**src/rtl/synth_pkg.sv**
```systemverilog
// Shared types and sizing helpers for the oscillator wave shaper.
// Latency: n/a (types, constants and a constant function only).
// Backpressure: n/a.
package synth_pkg;

    typedef enum logic [1:0] {
        SQUARE = 2'b00,
        SAW    = 2'b01,
        TRI    = 2'b10,
        OFF    = 2'b11
    } wave_mode_t;

    typedef enum logic [1:0] {
        IDLE = 2'b00,
        DIV  = 2'b01,
        DONE = 2'b10
    } shaper_state_t;

    localparam int SAMPLE_W_DEF = 8;
    localparam int MAX_SAMPLE   = (1 << SAMPLE_W_DEF) - 1;

    // Numerator is count*MAX (or p*2*MAX), so it needs CNT_W+SAMPLE_W+1 bits;
    // the divider spends one clock per numerator bit.
    function automatic int div_iters(input int cnt_w, input int sample_w);
        return cnt_w + sample_w + 1;
    endfunction

endpackage

```
**src/rtl/wave_shaper_if.sv**
```systemverilog
// Wave shaper bus: oscillator phase in, shaped sample out.
// Latency: n/a (wiring only).
// Backpressure: none; sample_tick is a strobe and is dropped while the shaper is busy.
// Signals: en, divider, count, mode, sample_tick (to shaper);
//          sample, sample_valid, busy, overrun_count (from shaper; overrun_count only
//          when WAVE_OVERRUN_CNT_EN is defined).
interface wave_shaper_if #(
    parameter int CNT_W    = 16,
    parameter int SAMPLE_W = 8
);
    import synth_pkg::*;

    logic                en;
    logic [CNT_W-1:0]    divider;
    logic [CNT_W-1:0]    count;
    wave_mode_t          mode;
    logic                sample_tick;
    logic [SAMPLE_W-1:0] sample;
    logic                sample_valid;
    logic                busy;
`ifdef WAVE_OVERRUN_CNT_EN
    logic [7:0]          overrun_count;

    modport master (
        output en, divider, count, mode, sample_tick,
        input  sample, sample_valid, busy, overrun_count
    );
    modport slave (
        input  en, divider, count, mode, sample_tick,
        output sample, sample_valid, busy, overrun_count
    );
`else
    modport master (
        output en, divider, count, mode, sample_tick,
        input  sample, sample_valid, busy
    );
    modport slave (
        input  en, divider, count, mode, sample_tick,
        output sample, sample_valid, busy
    );
`endif

endinterface

```
**src/rtl/seq_divider.sv**
```systemverilog
// Restoring unsigned divider, one quotient bit per clock.
// Latency: NUM_W clocks after start_i; last_o marks the final iteration cycle.
// Backpressure: none; start_i must only be raised while the divider is idle.
// Ports: clk, nrst, start_i, num_i, den_i -> last_o, quo_o, dbz_o (den == 0).
module seq_divider #(
    parameter int NUM_W = 25,
    parameter int DEN_W = 16
) (
    input  logic             clk,
    input  logic             nrst,
    input  logic             start_i,
    input  logic [NUM_W-1:0] num_i,
    input  logic [DEN_W-1:0] den_i,
    output logic             last_o,
    output logic [NUM_W-1:0] quo_o,
    output logic             dbz_o
);
    localparam int ITER_W = $clog2(NUM_W + 1);

    // work_q starts as the numerator; each step shifts one numerator bit out
    // of the top and one quotient bit in at the bottom.
    logic [NUM_W-1:0]  work_q, work_d;
    logic [DEN_W-1:0]  rem_q, rem_d;
    logic [DEN_W-1:0]  den_q, den_d;
    logic [ITER_W-1:0] iter_q, iter_d;
    logic [DEN_W:0]    trial;

    always_comb begin
        work_d = work_q;
        rem_d  = rem_q;
        den_d  = den_q;
        iter_d = iter_q;
        trial  = {rem_q, work_q[NUM_W-1]};
        if (start_i) begin
            work_d = num_i;
            rem_d  = '0;
            den_d  = den_i;
            iter_d = ITER_W'(NUM_W);
        end else if (iter_q != '0) begin
            iter_d = iter_q - ITER_W'(1);
            // rem_q < den_q, so the trial never exceeds 2*den and the
            // difference always fits back in DEN_W bits.
            if (trial >= {1'b0, den_q}) begin
                rem_d  = DEN_W'(trial - {1'b0, den_q});
                work_d = {work_q[NUM_W-2:0], 1'b1};
            end else begin
                rem_d  = trial[DEN_W-1:0];
                work_d = {work_q[NUM_W-2:0], 1'b0};
            end
        end
    end

    always_ff @(posedge clk or negedge nrst) begin
        if (!nrst) begin
            work_q <= '0;
            rem_q  <= '0;
            den_q  <= '0;
            iter_q <= '0;
        end else begin
            work_q <= work_d;
            rem_q  <= rem_d;
            den_q  <= den_d;
            iter_q <= iter_d;
        end
    end

    assign last_o = (iter_q == ITER_W'(1));
    assign quo_o  = work_q;
    assign dbz_o  = (den_q == '0);

endmodule

```
**src/rtl/wave_shaper.sv**
```systemverilog
// Converts oscillator phase (count/divider) into a square, saw or triangle sample.
// Latency: fixed div_iters+1 clocks from the accepted sample_tick to sample_valid.
// Backpressure: none; ticks arriving while busy are dropped (counted when
// WAVE_OVERRUN_CNT_EN is defined).
// Ports: clk, nrst (async active-low), bus (wave_shaper_if.slave).
module wave_shaper
    import synth_pkg::*;
#(
    parameter int CNT_W    = 16,
    parameter int SAMPLE_W = 8
) (
    input  logic          clk,
    input  logic          nrst,
    wave_shaper_if.slave  bus
);
    localparam int                  ITERS = div_iters(CNT_W, SAMPLE_W);
    localparam int                  MAX_I = (1 << SAMPLE_W) - 1;
    localparam logic [SAMPLE_W-1:0] MAX   = '1;

    shaper_state_t       state_q, state_d;
    wave_mode_t          mode_q;
    logic                en_q;
    logic                sq_hi_q;
    logic [SAMPLE_W-1:0] sample_q, sample_d;
    logic                valid_q, valid_d;

    logic                start;
    logic [CNT_W-1:0]    half;
    logic [CNT_W-1:0]    tri_p;
    logic [ITERS-1:0]    num;
    logic                div_last;
    logic [ITERS-1:0]    quo;
    logic                dbz;
    logic [SAMPLE_W-1:0] sat_quo;
    logic [SAMPLE_W-1:0] result;

    assign start = (state_q == IDLE) && bus.sample_tick;

    // Operand prep straight from the live inputs; only used on the tick edge.
    always_comb begin
        half  = bus.divider >> 1;
        tri_p = (bus.count <= half) ? bus.count : (bus.divider - bus.count);
        num   = '0;
        case (bus.mode)
            SQUARE,
            SAW:     num = ITERS'(bus.count) * ITERS'(MAX_I);
            TRI:     num = ITERS'(tri_p) * ITERS'(2 * MAX_I);
            default: num = '0;
        endcase
    end

    seq_divider #(
        .NUM_W (ITERS),
        .DEN_W (CNT_W)
    ) u_div (
        .clk     (clk),
        .nrst    (nrst),
        .start_i (start),
        .num_i   (num),
        .den_i   (bus.divider),
        .last_o  (div_last),
        .quo_o   (quo),
        .dbz_o   (dbz)
    );

    always_comb begin
        state_d = state_q;
        case (state_q)
            IDLE:    if (start)    state_d = DIV;
            DIV:     if (div_last) state_d = DONE;
            DONE:    state_d = IDLE;
            default: state_d = IDLE;
        endcase
    end

    // count > divider (divider shrunk mid-period) yields quotients above MAX.
    always_comb begin
        sat_quo = (quo > ITERS'(MAX_I)) ? MAX : quo[SAMPLE_W-1:0];
        result  = '0;
        if (en_q && !dbz) begin
            case (mode_q)
                SQUARE:  result = sq_hi_q ? MAX : '0;
                SAW,
                TRI:     result = sat_quo;
                default: result = '0;
            endcase
        end
    end

    always_comb begin
        sample_d = (state_q == DONE) ? result : sample_q;
        valid_d  = (state_q == DONE);
    end

    always_ff @(posedge clk or negedge nrst) begin
        if (!nrst) begin
            state_q  <= IDLE;
            mode_q   <= SQUARE;
            en_q     <= 1'b0;
            sq_hi_q  <= 1'b0;
            sample_q <= '0;
            valid_q  <= 1'b0;
        end else begin
            state_q  <= state_d;
            sample_q <= sample_d;
            valid_q  <= valid_d;
            if (start) begin
                mode_q  <= bus.mode;
                en_q    <= bus.en;
                sq_hi_q <= (bus.count > half);
            end
        end
    end

    assign bus.sample       = sample_q;
    assign bus.sample_valid = valid_q;
    assign bus.busy         = (state_q != IDLE);

`ifdef WAVE_OVERRUN_CNT_EN
    logic [7:0] ovr_q, ovr_d;

    always_comb begin
        ovr_d = ovr_q;
        if (bus.sample_tick && (state_q != IDLE) && (ovr_q != 8'hFF)) begin
            ovr_d = ovr_q + 8'd1;
        end
    end

    always_ff @(posedge clk or negedge nrst) begin
        if (!nrst) begin
            ovr_q <= '0;
        end else begin
            ovr_q <= ovr_d;
        end
    end

    assign bus.overrun_count = ovr_q;
`endif

endmodule

```
**src/flat_wrapper.sv**
```systemverilog
// flat-port wrapper written by rule: the top's interface ports become plain ports
module wave_shaper_flat import synth_pkg::*;
#(
    parameter int CNT_W    = 16,
    parameter int SAMPLE_W = 8
)
  (clk, nrst, bus_en, bus_divider, bus_count, bus_mode, bus_sample_tick, bus_sample, bus_sample_valid, bus_busy);
  wave_shaper_if #(.CNT_W(CNT_W), .SAMPLE_W(SAMPLE_W)) bus_i ();
  input  logic clk;
  input  logic nrst;
  input wire logic [$bits(bus_i.en)-1:0] bus_en;
  input wire logic [$bits(bus_i.divider)-1:0] bus_divider;
  input wire logic [$bits(bus_i.count)-1:0] bus_count;
  input wire logic [$bits(bus_i.mode)-1:0] bus_mode;
  input wire logic [$bits(bus_i.sample_tick)-1:0] bus_sample_tick;
  output wire logic [$bits(bus_i.sample)-1:0] bus_sample;
  output wire logic [$bits(bus_i.sample_valid)-1:0] bus_sample_valid;
  output wire logic [$bits(bus_i.busy)-1:0] bus_busy;
  assign bus_i.en = bus_en;
  assign bus_i.divider = bus_divider;
  assign bus_i.count = bus_count;
  assign bus_i.mode = bus_mode;
  assign bus_i.sample_tick = bus_sample_tick;
  assign bus_sample = bus_i.sample;
  assign bus_sample_valid = bus_i.sample_valid;
  assign bus_busy = bus_i.busy;
  wave_shaper #(.CNT_W(CNT_W), .SAMPLE_W(SAMPLE_W)) u_core (.clk(clk), .nrst(nrst), .bus(bus_i));
endmodule
```
**config.mk**
```make
export PLATFORM = sky130hd
export DESIGN_NAME = wave_shaper_flat
export DESIGN_NICKNAME = d
export VERILOG_FILES = /design/src/rtl/synth_pkg.sv /design/src/rtl/wave_shaper_if.sv /design/src/rtl/seq_divider.sv /design/src/rtl/wave_shaper.sv /design/src/flat_wrapper.sv
export SDC_FILE = /design/constraint.sdc
export NUM_CORES = 1
export LEC_CHECK = 0
export CAP_MARGIN = 25
export CORE_UTILIZATION = 60
export DETAILED_ROUTE_END_ITERATION = 6
export GPL_TIMING_DRIVEN = 0
export PLACE_DENSITY = 0.77
export SLEW_MARGIN = 20
export SYNTH_ARGS = -nofsm -noshare
export SYNTH_HDL_FRONTEND = slang
export SYNTH_SLANG_ARGS = --single-unit
```
**constraint.sdc**
```tcl
create_clock -name clk -period 4.67 [get_ports clk]
set_input_delay 0.934 -clock clk [delete_from_list [all_inputs] [get_ports clk]]
set_output_delay 0.934 -clock clk [all_outputs]
set_load 0.01 [all_outputs]
```
==> impl_metrics.tcl <==
set metrics [dict create \
    cts-root-buf "clkbuf_16" \
    rows 50 \
    num_vias 10640 \
    io_buffers 47 \
    htree_num_levels 3 \
    dieArea_sq_mm 0.02024 \
    rsz0062_at_grt "yes" \
    gr-total-overflow 0 \
    worst_slew_pin_slew_ns 0.7233 \
    cts_sinks 77 \
    cts_tree "built" \
    fillers 1211 \
    slew_headroom_pct 51.41 \
    synthCells 1347 \
    die-height_microns 142.3 \
    cp-start-kind "input port" \
    timing.final.crit_share_pct 146.3 \
    antenna_found_initial 1 \
    syn_area_sq_mm 0.01180 \
    holdBufCountCts 0 \
    dieWidth_microns 142.3 \
    critPathTopFamily "compound AO/OA/AOI/OAI gates" \
    synth.most_common_cell "inv_1" \
    hold_path.class "reg2reg" \
    yosysSeqAreaShare_pct 16.33 \
    async_reset_ff_share_pct 100.0 \
    cp.required_ns 4.89 \
    synth_nets 1660 \
    cts-buffers-inserted 9 \
    ys_top_cells_by_area "fa_1 22%, dfrtp_1 16%, ha_1 15%" \
    max_cap_violations 0 \
    synth_edf_count 0 \
    yosys.area.top_type "fa_1" \
    pre_cts_ws_ns -3.439 \
    grt_pass1_wl_mm 54.52 \
    place.gp.congestion 0.9140 \
    worst_path_most_repeated_cell "buf_12" \
    fmax_mhz 146.4 \
    critPathKind "in2reg" \
    failed_checks "design-rule violations, negative setup slack" \
    yosys-top-cells-count "256 x inv_1, 143 x ha_1, 132 x fa_1" \
    clkSlewWorstSetupHoldPaths_ns 0.07 \
    core_sq_mm 0.01902 \
    fin_ws_ns -2.162 \
    grt_pass1_vias 10710 \
    num-nets-final 1814 \
    hpwl_mm 24.95 \
    drv_slew 0 \
    critPathCaptureType "flip-flop" \
    worst_path_largest_cell_delay_ns 0.54 \
    start_util_pct 62.06 \
    cts.path.max_buffers 2 \
    clkLatencyLatePin_ns 0.34 \
    yosys_warnings 0 \
    drtAntennaViolNets 0 \
    wl_per_cell_microns 19.66 \
    area_delta_synth_final_pct 27.51 \
    setup_viol 21 \
    drc 141 \
    synth_cell_types 70 \
    rrSetupSlack_ns 1.64 \
    critPathBufInv 10 \
    grt_use_total_pct 34.81 \
    synth-seq-cells 77 \
    cpMaxStageDelayCell "fa_1" \
    synth.avg_cell_area_sq_um 8.762 \
    io_pins 48 \
    wl_mm 34.74 \
    drive_gt1_share_pct 23.71 \
    vias_per_cell 6.020 \
    hold_viol 0 \
    timing.final.crit_period_ns 6.832 \
    drt_iter0_markers 983 \
    grt_max_degree 42 \
    finalClockSkew_ns 0.009979 \
    drt_pass1_iterations 7 \
    crit_arrival_ns 7.05 \
    yosys.area.top_type_share_pct 22.39 \
    status "complete, but fails checks" \
    synth_ff_type "dfrtp_1" \
    path_max_fanout 6 \
]
## final cells by class
type / count / area (sq um) / area share, %
multi-input combinational: 979 / 9907 / 65.83
tap: 260 / 325.3 / 2.162
clock inverter: 7 / 62.56 / 0.4157
timing repair buffer: 144 / 1444 / 9.594
clock buffer: 9 / 225.2 / 1.497
antenna: 1 / 2.502 / 0.01663
inverter: 256 / 984.7 / 6.543
sequential: 77 / 1927 / 12.80
buffer: 34 / 171.4 / 1.139
## cell usage in the layout, fill, tap and decap left out, types with 6 or more instances in the layout
master / synthesis / routed
ha_1: 143 / 109
nand3_1: 11 / 10
nor2b_1: 9 / 7
inv_2: 0 / 43
nand2_2: 0 / 6
o21bai_1: 9 / 7
mux2i_4: 4 / 11
a21oi_1: 75 / 61
clkbuf_1: 27 / 27
nor3_1: 30 / 28
a31oi_1: 25 / 22
a21oi_2: 1 / 10
nand2_1: 116 / 108
fa_2: 0 / 9
buf_6: 1 / 24
o21ai_1: 1 / 9
xor2_1: 22 / 20
inv_1: 256 / 209
a211oi_1: 23 / 19
dfrtp_1: 77 / 77
nand4_1: 10 / 10
nor4_1: 9 / 7
buf_2: 4 / 11
o21ai_0: 84 / 68
nor2_1: 68 / 63
o21a_1: 15 / 15
a21o_1: 20 / 20
nand2b_1: 6 / 6
clkdlybuf4s50_1: 0 / 14
o211ai_1: 13 / 13
or3_1: 10 / 7
ha_4: 0 / 31
xnor2_1: 40 / 23
buf_4: 1 / 74
fa_1: 132 / 123
buf_12: 0 / 20
clkbuf_16: 0 / 9
mux2i_1: 16 / 9
xnor2_2: 1 / 16
## metrics by stage
stage               instances  hold slack [ns]  TNS (ns)  cell area, sq um  utilization, %
floorplan                1347           0.4406    -28.48             12350               -
global placement         1654           0.4599    -60.16             13150           69.14
detailed placement       1655           0.4621    -59.86             13170           69.24
CTS                      1744           0.4808    -30.76             14630           76.92
global route             1766           0.4939    -37.58             15050           79.12
finish                   1767           0.4760    -33.90             15050           79.13
## state kept, by name (all words and copies together) (netlist names)
signal,cells
u_core.u_div.rem_q,16
u_core.sq_hi_q,1
u_core.u_div.den_q,16
u_core.state_q,2
u_core.en_q,1
u_core.u_div.quo_o,25
u_core.bus.sample,8
u_core.bus.sample_valid,1
u_core.mode_q,2
u_core.u_div.iter_q,5
## cell families (layout without fill, tap and decap cells)
group           Yosys count  after routing  share of synthesized area [%]
fa+ha+maj               277            277                          37.72
xor+xnor                 64             64                          4.972
compound gates          317            317                          17.08
simple gates            292            292                          11.53
mux                      29             29                          2.979
flops                    77             77                          16.33
other cells               0              1                              0
buf+inv                 291            450                          9.393
## per-layer routing
| metal | part of all wire, % | GRT usage, % | vias up |
|---|---|---|---|
| li1 | - | - | 4852 |
| met1 | 39 | 43.10 | 5191 |
| met2 | 49 | 59.21 | 455 |
| met3 | 6.7 | 5.081 | 139 |
| met4 | 5.5 | 17.83 | 0 |
| met5 | 0 | 0 | - |
## final timing paths
kind                                             from                     end  cells past startpoint
worst max-delay path                     bus_count[1]  u_core.u_div.quo_o[22]                     29
worst min-delay path             u_core.bus.sample[0]    u_core.bus.sample[0]                      1
worst max register to register  u_core.u_div.den_q[1]  u_core.u_div.rem_q[11]                     10
worst min register to register   u_core.bus.sample[0]    u_core.bus.sample[0]                      1
max in group asynchronous                        nrst   u_core.u_div.quo_o[8]                      2
min in group asynchronous                        nrst   u_core.u_div.rem_q[4]                      1
## timing repair
| item | CTS | global route |
|---|---|---|
| gates resized for setup | 314 | 56 |
| pin swaps | 78 | 61 |
| hold endpoints to repair | 0 | 0 |
| setup buffers | 73 | 23 |
| endpoints found under the setup margin | 22 | 21 |
Power is left out: the tool's default activity adds up to more than one toggle a clock period on the data nets, which glitch-free logic cannot reach.
